File: src/rtl/result_trace_buffer_if.sv
// Capture-side and display-side signal bundle for result_trace_buffer.
// DEPTH must match the DEPTH of the attached result_trace_buffer.
interface result_trace_buffer_if #(
    parameter int unsigned DEPTH = 16
);
    logic                     sample_en;
    logic [31:0]              result1;
    logic                     valid1;
    logic [31:0]              result2;
    logic                     valid2;
    logic                     btn;
    logic [7:0]               display_byte;
    logic                     view_mode;
    logic [$clog2(DEPTH)-1:0] view_offset;
    logic [$clog2(DEPTH):0]   entry_count;
    logic                     overflow;

    modport master (
        output sample_en, result1, valid1, result2, valid2, btn,
        input  display_byte, view_mode, view_offset, entry_count, overflow
    );

    modport slave (
        input  sample_en, result1, valid1, result2, valid2, btn,
        output display_byte, view_mode, view_offset, entry_count, overflow
    );
endinterface

File: src/rtl/result_trace_buffer.sv
// ALU result history ring with debounced-button browsing for the 7-seg display.
// Optional: define TRACE_SKIP_ZERO_EN to drop valid results equal to zero.
module result_trace_buffer #(
    parameter int unsigned DEPTH           = 16,
    parameter int unsigned DEBOUNCE_CYCLES = 1_000_000,
    parameter int unsigned TIMEOUT_CYCLES  = 500_000_000
) (
    input  logic                 clk,
    input  logic                 n_rst,
    result_trace_buffer_if.slave bus
);
    localparam int unsigned AW = $clog2(DEPTH);
    localparam int unsigned CW = AW + 1;
    localparam int unsigned OW = AW + 2;
    localparam int unsigned DW = $clog2(DEBOUNCE_CYCLES + 1);
    localparam int unsigned TW = $clog2(TIMEOUT_CYCLES + 1);
    localparam logic [DW-1:0] DB_LAST  = DW'(DEBOUNCE_CYCLES - 1);
    localparam logic [TW-1:0] TMO_LAST = TW'(TIMEOUT_CYCLES - 1);

    typedef enum logic {
        LIVE   = 1'b0,
        BROWSE = 1'b1
    } state_t;

    logic [31:0]   r_mem [DEPTH];
    logic [AW-1:0] r_wr_ptr;
    logic [CW-1:0] r_count;
    logic          r_overflow;
    logic [7:0]    r_disp;

    logic          r_sync1;
    logic          r_sync2;
    logic          r_level;
    logic [DW-1:0] r_db_cnt;
    logic          r_press;

    state_t        r_state;
    logic [AW-1:0] r_offset;
    logic [TW-1:0] r_tmo;

    logic          w_v1;
    logic          w_v2;
    logic [1:0]    w_n;
    logic [AW-1:0] w_idx2;
    logic [OW-1:0] w_cnt_sum;
    logic          w_wrap;
    logic [CW-1:0] w_cnt_next;
    logic [OW-1:0] w_off_sum;
    logic          w_off_past;
    logic [AW-1:0] w_show_idx;

`ifdef TRACE_SKIP_ZERO_EN
    assign w_v1 = bus.sample_en && bus.valid1 && (bus.result1 != '0);
    assign w_v2 = bus.sample_en && bus.valid2 && (bus.result2 != '0);
`else
    assign w_v1 = bus.sample_en && bus.valid1;
    assign w_v2 = bus.sample_en && bus.valid2;
`endif

    assign w_n        = {1'b0, w_v1} + {1'b0, w_v2};
    // result2 follows result1 only when result1 was actually written
    assign w_idx2     = r_wr_ptr + AW'(w_v1);
    assign w_cnt_sum  = OW'(r_count) + OW'(w_n);
    assign w_wrap     = w_cnt_sum > OW'(DEPTH);
    assign w_cnt_next = w_wrap ? CW'(DEPTH) : w_cnt_sum[CW-1:0];

    // Pinned offset compared against the post-capture count at full width
    assign w_off_sum  = OW'(r_offset) + OW'(w_n) + OW'(r_press);
    assign w_off_past = w_off_sum >= OW'(w_cnt_next);
    assign w_show_idx = r_wr_ptr - AW'(1) - r_offset;

    always_ff @(posedge clk) begin
        if (w_v1) r_mem[r_wr_ptr] <= bus.result1;
        if (w_v2) r_mem[w_idx2]   <= bus.result2;
    end

    always_ff @(posedge clk or negedge n_rst) begin
        if (!n_rst) begin
            r_wr_ptr   <= '0;
            r_count    <= '0;
            r_overflow <= 1'b0;
            r_disp     <= '0;
        end else begin
            r_wr_ptr <= r_wr_ptr + AW'(w_n);
            r_count  <= w_cnt_next;
            if (w_wrap) r_overflow <= 1'b1;
            r_disp   <= (r_count == '0) ? 8'h00 : r_mem[w_show_idx][7:0];
        end
    end

    always_ff @(posedge clk or negedge n_rst) begin
        if (!n_rst) begin
            r_sync1  <= 1'b0;
            r_sync2  <= 1'b0;
            r_level  <= 1'b0;
            r_db_cnt <= '0;
            r_press  <= 1'b0;
        end else begin
            r_sync1 <= bus.btn;
            r_sync2 <= r_sync1;
            r_press <= 1'b0;
            if (r_sync2 == r_level) begin
                r_db_cnt <= '0;
            end else if (r_db_cnt == DB_LAST) begin
                r_level  <= r_sync2;
                r_db_cnt <= '0;
                r_press  <= r_sync2;
            end else begin
                r_db_cnt <= r_db_cnt + DW'(1);
            end
        end
    end

    always_ff @(posedge clk or negedge n_rst) begin
        if (!n_rst) begin
            r_state  <= LIVE;
            r_offset <= '0;
            r_tmo    <= '0;
        end else begin
            case (r_state)
                LIVE: begin
                    r_offset <= '0;
                    r_tmo    <= '0;
                    if (r_press && (r_count >= CW'(2))) begin
                        r_state  <= BROWSE;
                        r_offset <= AW'(1);
                    end
                end
                BROWSE: begin
                    if (w_off_past) begin
                        r_state  <= LIVE;
                        r_offset <= '0;
                        r_tmo    <= '0;
                    end else if (r_press) begin
                        r_offset <= w_off_sum[AW-1:0];
                        r_tmo    <= '0;
                    end else if (r_tmo == TMO_LAST) begin
                        r_state  <= LIVE;
                        r_offset <= '0;
                        r_tmo    <= '0;
                    end else begin
                        r_offset <= w_off_sum[AW-1:0];
                        r_tmo    <= r_tmo + TW'(1);
                    end
                end
                default: begin
                    r_state  <= LIVE;
                    r_offset <= '0;
                    r_tmo    <= '0;
                end
            endcase
        end
    end

    assign bus.display_byte = r_disp;
    assign bus.view_mode    = (r_state == BROWSE);
    assign bus.view_offset  = r_offset;
    assign bus.entry_count  = r_count;
    assign bus.overflow     = r_overflow;
endmodule

File: src/flat_wrapper.sv
// flat-port wrapper written by rule: the top's interface ports become plain ports
module result_trace_buffer_flat 
#(
    parameter int unsigned DEPTH           = 16,
    parameter int unsigned DEBOUNCE_CYCLES = 1_000_000,
    parameter int unsigned TIMEOUT_CYCLES  = 500_000_000
)
  (clk, n_rst, bus_sample_en, bus_result1, bus_valid1, bus_result2, bus_valid2, bus_btn, bus_display_byte, bus_view_mode, bus_view_offset, bus_entry_count, bus_overflow);
  result_trace_buffer_if #(.DEPTH(DEPTH)) bus_i ();
  input  logic clk;
  input  logic n_rst;
  input wire logic [$bits(bus_i.sample_en)-1:0] bus_sample_en;
  input wire logic [$bits(bus_i.result1)-1:0] bus_result1;
  input wire logic [$bits(bus_i.valid1)-1:0] bus_valid1;
  input wire logic [$bits(bus_i.result2)-1:0] bus_result2;
  input wire logic [$bits(bus_i.valid2)-1:0] bus_valid2;
  input wire logic [$bits(bus_i.btn)-1:0] bus_btn;
  output wire logic [$bits(bus_i.display_byte)-1:0] bus_display_byte;
  output wire logic [$bits(bus_i.view_mode)-1:0] bus_view_mode;
  output wire logic [$bits(bus_i.view_offset)-1:0] bus_view_offset;
  output wire logic [$bits(bus_i.entry_count)-1:0] bus_entry_count;
  output wire logic [$bits(bus_i.overflow)-1:0] bus_overflow;
  assign bus_i.sample_en = bus_sample_en;
  assign bus_i.result1 = bus_result1;
  assign bus_i.valid1 = bus_valid1;
  assign bus_i.result2 = bus_result2;
  assign bus_i.valid2 = bus_valid2;
  assign bus_i.btn = bus_btn;
  assign bus_display_byte = bus_i.display_byte;
  assign bus_view_mode = bus_i.view_mode;
  assign bus_view_offset = bus_i.view_offset;
  assign bus_entry_count = bus_i.entry_count;
  assign bus_overflow = bus_i.overflow;
  result_trace_buffer #(.DEPTH(DEPTH), .DEBOUNCE_CYCLES(DEBOUNCE_CYCLES), .TIMEOUT_CYCLES(TIMEOUT_CYCLES)) u_core (.clk(clk), .n_rst(n_rst), .bus(bus_i));
endmodule
File: config.mk
export PLATFORM = sky130hd
export DESIGN_NAME = result_trace_buffer_flat
export DESIGN_NICKNAME = d
export VERILOG_FILES = /design/src/rtl/result_trace_buffer_if.sv /design/src/rtl/result_trace_buffer.sv /design/src/flat_wrapper.sv
export SDC_FILE = /design/constraint.sdc
export NUM_CORES = 1
export LEC_CHECK = 0
export BUFFER_PORTS_ARGS = -buffer_cell sky130_fd_sc_hd__buf_4
export CAP_MARGIN = 20
export CORE_MARGIN = 10
export CORE_UTILIZATION = 35
export CTS_CLUSTER_DIAMETER = 80
export DETAILED_ROUTE_END_ITERATION = 8
export PLACE_DENSITY = 0.51
export SLEW_MARGIN = 20
export SYNTH_ARGS = -nofsm -noshare
export SYNTH_HDL_FRONTEND = slang
export SYNTH_SLANG_ARGS = --single-unit
File: constraint.sdc
create_clock -name clk -period 3.8 [get_ports clk]
set_clock_uncertainty 0.2 [all_clocks]
set_input_delay 0.38 -clock clk [delete_from_list [all_inputs] [get_ports clk]]
set_output_delay 0.38 -clock clk [all_outputs]
set_load 0.01 [all_outputs]
==> flow_metrics.tcl <==
set metrics [dict create \
    syn_area_per_cell_um2 13.4 \
    grt_pass1_wl_mm 41.5 \
    finalCriticalPeriod_ns 3.25 \
    min_period_over_period 0.854 \
    fin_util 0.416 \
    max_freq_mhz 308 \
    rows 63 \
    synthToLayoutAreaGrowth_pct 17.0 \
    worst_slew_pin_slew_ns 0.924 \
    cts_buffers 26 \
    synthMuxAreaShare 0.220 \
    ir_worst_vdd_uv 387 \
    syn_area_um2 10600 \
    yosysSeqAreaShare 0.542 \
    synth_ff_type "edfxtp_1" \
    clk_latency_ns 0.53 \
    leakage_nw 4.60 \
    yosys.area.top_type_share 0.363 \
    cts_tree "done" \
    grt_usage 0.139 \
    postCtsResizedCells 0 \
    clock_path_buffers 3 \
    relSlewSlack 0.378 \
    initial_core_util 0.356 \
    ys_ff_latch 204 \
    syn-num-nets 883 \
    hp-class "input port to register" \
    root_buffer "clkbuf_16" \
    cp.arrival_ns 3.49 \
    crit_path_cell_trace "buf_4 -> nand2_1 -> inv_1 -> ha_1 -> ha_1 -> ha_1 -> inv_1 -> nand2_1 -> and2_1 -> a31o_2 -> and2_1 -> ha_1 -> nand2b_1 -> a211oi_1 -> o211ai_1 -> a21o_2 -> a21oi_1" \
    yosysWarnings 0 \
    synthCells 792 \
    synthAdderAreaFrac 0.0255 \
    cpMaxStageDelayCell "ha_1" \
    ios 89 \
    synth_edf_count 128 \
    drive_gt1_frac 0.343 \
    wirelength_mm 26.6 \
    total_power_mw 8.09 \
    path_class "input port to register" \
    yosys-top-cells-area "edfxtp_1 36%, dfrtp_1 18%, mux2_2 14%" \
    dp.cells 1228 \
    diodes 0 \
    final_cells 1278 \
    cp_slowest_stage_delay_ns 0.35 \
    route.detailed.drc 0 \
    synth_area_leader_cell "edfxtp_1" \
    wl_per_cell_um 20.8 \
    gr-total-overflow 0 \
    via_per_inst 5.22 \
    synth_compound_area_frac 0.0399 \
    grt_max_degree 67 \
    cap_viol_max_count 0 \
    fin_tns_setup_ns 0 \
    core_area_um2 29800 \
    end_kind "register" \
    outcome "completed" \
    clk_pin_slew_ns 0.06 \
    drt_first_pass_iters 4 \
    dr_total_vias 6676 \
    path_max_fanout 16 \
    drt_iter0_drc 464 \
    hold_viol 0 \
    clock-sinks 204 \
    die-area_um2 37700 \
    setup_viol 0 \
    fp.dieW_um 194 \
    grt_pass1_vias 6877 \
    rrSetupSlack_ns 0.61 \
    rsz0062_at_grt "no" \
    ant_nets 0 \
    path_common_cell "ha_1" \
    maxSlewViolCount 0 \
    htreeDepth 1 \
    nets 959 \
    ys_async_sr_fraction 0.373 \
    power.density_nw_per_um2 652 \
    antenna_found_initial 0 \
    worst_ep_required_time_ns 4.05 \
    start_kind "input port" \
    synth_top_family_by_area "multiplexers" \
    synth.distinct_cells 56 \
    yosys.area_share.simple 0.103 \
    synth-xor-area-share 0.0478 \
    port_buffers 40 \
    dp_hpwl_mm 17.5 \
    gp_congestion 0.784 \
    die_h_um 194 \
]
[synthesized netlist by cell type (3+ instances only)]
cell and instances:
mux2_2 130, buf_2 10, mux2i_1 15, and3_1 8, xor2_1 35, buf_4 5, nand2_1 42, nand4_1 13
nor3_1 8, a31oi_1 5, o21ai_0 15, o22ai_1 15, and2_1 6, nand3_1 28, nor2_1 62, nand2b_1 6
mux4_2 32, or3_1 6, clkbuf_1 20, dfrtp_1 76, nor2_2 8, nor4_1 6, o32ai_1 3, edfxtp_1 128
nand2_2 4, xnor2_1 21, ha_1 20, a21oi_1 10, inv_1 19, and4_1 3
[worst max-delay path, delay by kind of cell]
kind / cells / cell delay (ns)
buf+inv: 3 / 0.25
simple gates: 5 / 0.60
fa+ha+maj: 4 / 1.05
compound gates: 5 / 1.19
[timing repair]
action / in CTS / in global routing
endpoints found under the hold margin: 66 / 0
hold buffers: 2 / 0
buffers inserted: 0 / 0
[final cells by class]
class / count / area [µm²]
clock buffers: 30 / 687
multi-input cells: 534 / 4620
fillers: 2821 / 17400
inverters: 19 / 71.3
flip-flops and latches: 204 / 5750
repair buffers: 83 / 628
clock inverters: 18 / 164
well taps: 390 / 488
[sequential cells by signal (all words and copies together) (netlist names), 4 cells and up]
| signal | flops |
|---|---|
| u_core.bus.entry_count | 5 |
| u_core.r_mem | 128 |
| u_core.bus.display_byte | 8 |
| u_core.r_tmo | 29 |
| u_core.bus.view_offset | 4 |
| u_core.r_wr_ptr | 4 |
| u_core.r_db_cnt | 20 |
[where the power goes]
group	total, mW	internal (mW)	switching (mW)
combinational	2.81	1.27	1.54
clock	2.46	1.49	0.969
sequential	2.82	2.65	0.178
total	8.09	5.41	2.68
[cells in the final DEF, fill, tap and decap left out, types with 3 or more instances in the layout]
cell type / netlist / routed
o21ai_1: 1 / 9
mux2_2: 130 / 130
nor2_1: 62 / 62
mux2i_1: 15 / 15
a21oi_1: 10 / 10
o22ai_1: 15 / 15
a31oi_1: 5 / 5
nor3_1: 8 / 8
o21ai_0: 15 / 7
nor2_2: 8 / 8
nand2_1: 42 / 42
or3_1: 6 / 6
nor4_1: 6 / 6
buf_4: 5 / 81
and3_1: 8 / 8
dfrtp_1: 76 / 76
xnor2_1: 21 / 21
xor2_1: 35 / 35
clkbuf_16: 0 / 27
and4_1: 3 / 3
mux4_2: 32 / 32
nand4_1: 13 / 13
inv_1: 19 / 19
ha_1: 20 / 19
bufinv_16: 0 / 3
clkinv_1: 0 / 7
clkbuf_1: 20 / 3
edfxtp_1: 128 / 128
o32ai_1: 3 / 3
clkinv_2: 0 / 6
nand2_2: 4 / 4
nand3_1: 28 / 28
nand2b_1: 6 / 6
and2_1: 6 / 6
[per-layer routing]
metal  wire length [µm]  track usage
met1              11900        0.183
met2              13000        0.231
met3               1070       0.0211
met4                715       0.0412
met5                  0            0
[through the flow]
step | area (µm²) | hold WS [ns] | setup WS (ns)
floorplan | 10600 | -0.116 | 0.00638
CTS | 12400 | 0.0885 | 0.512
global route | 12400 | 0.115 | 0.267
global placement | 11500 | 0.137 | -0.00945
detailed placement | 11500 | 0.136 | -0.00109
finish | 12400 | 0.103 | 0.554
[worst paths after layout]
| kind | from | end | cells past startpoint |
|---|---|---|---|
| worst max-delay path | bus_sample_en | u_core.r_tmo[28] | 17 |
| worst min-delay path | bus_result2[7] | u_core.r_mem[5][7] | 2 |
| worst max register to register | u_core.bus.entry_count[0] | u_core.r_tmo[28] | 13 |
| worst min register to register | u_core.r_sync1 | u_core.r_sync2 | 0 |
| max in group asynchronous | n_rst | u_core.bus.entry_count[1] | 3 |
| min in group asynchronous | n_rst | u_core.r_tmo[22] | 2 |
[cells by family after synthesis]
kind of cell | Yosys count
and+or+nand+nor | 214
DFF | 204
muxes | 177
AOI/OAI and AO/OA | 65
xor gates and xnor gates | 57
buffers and inverters | 54
adders and majority gates | 21
Power figures use the tool's default switching activity.
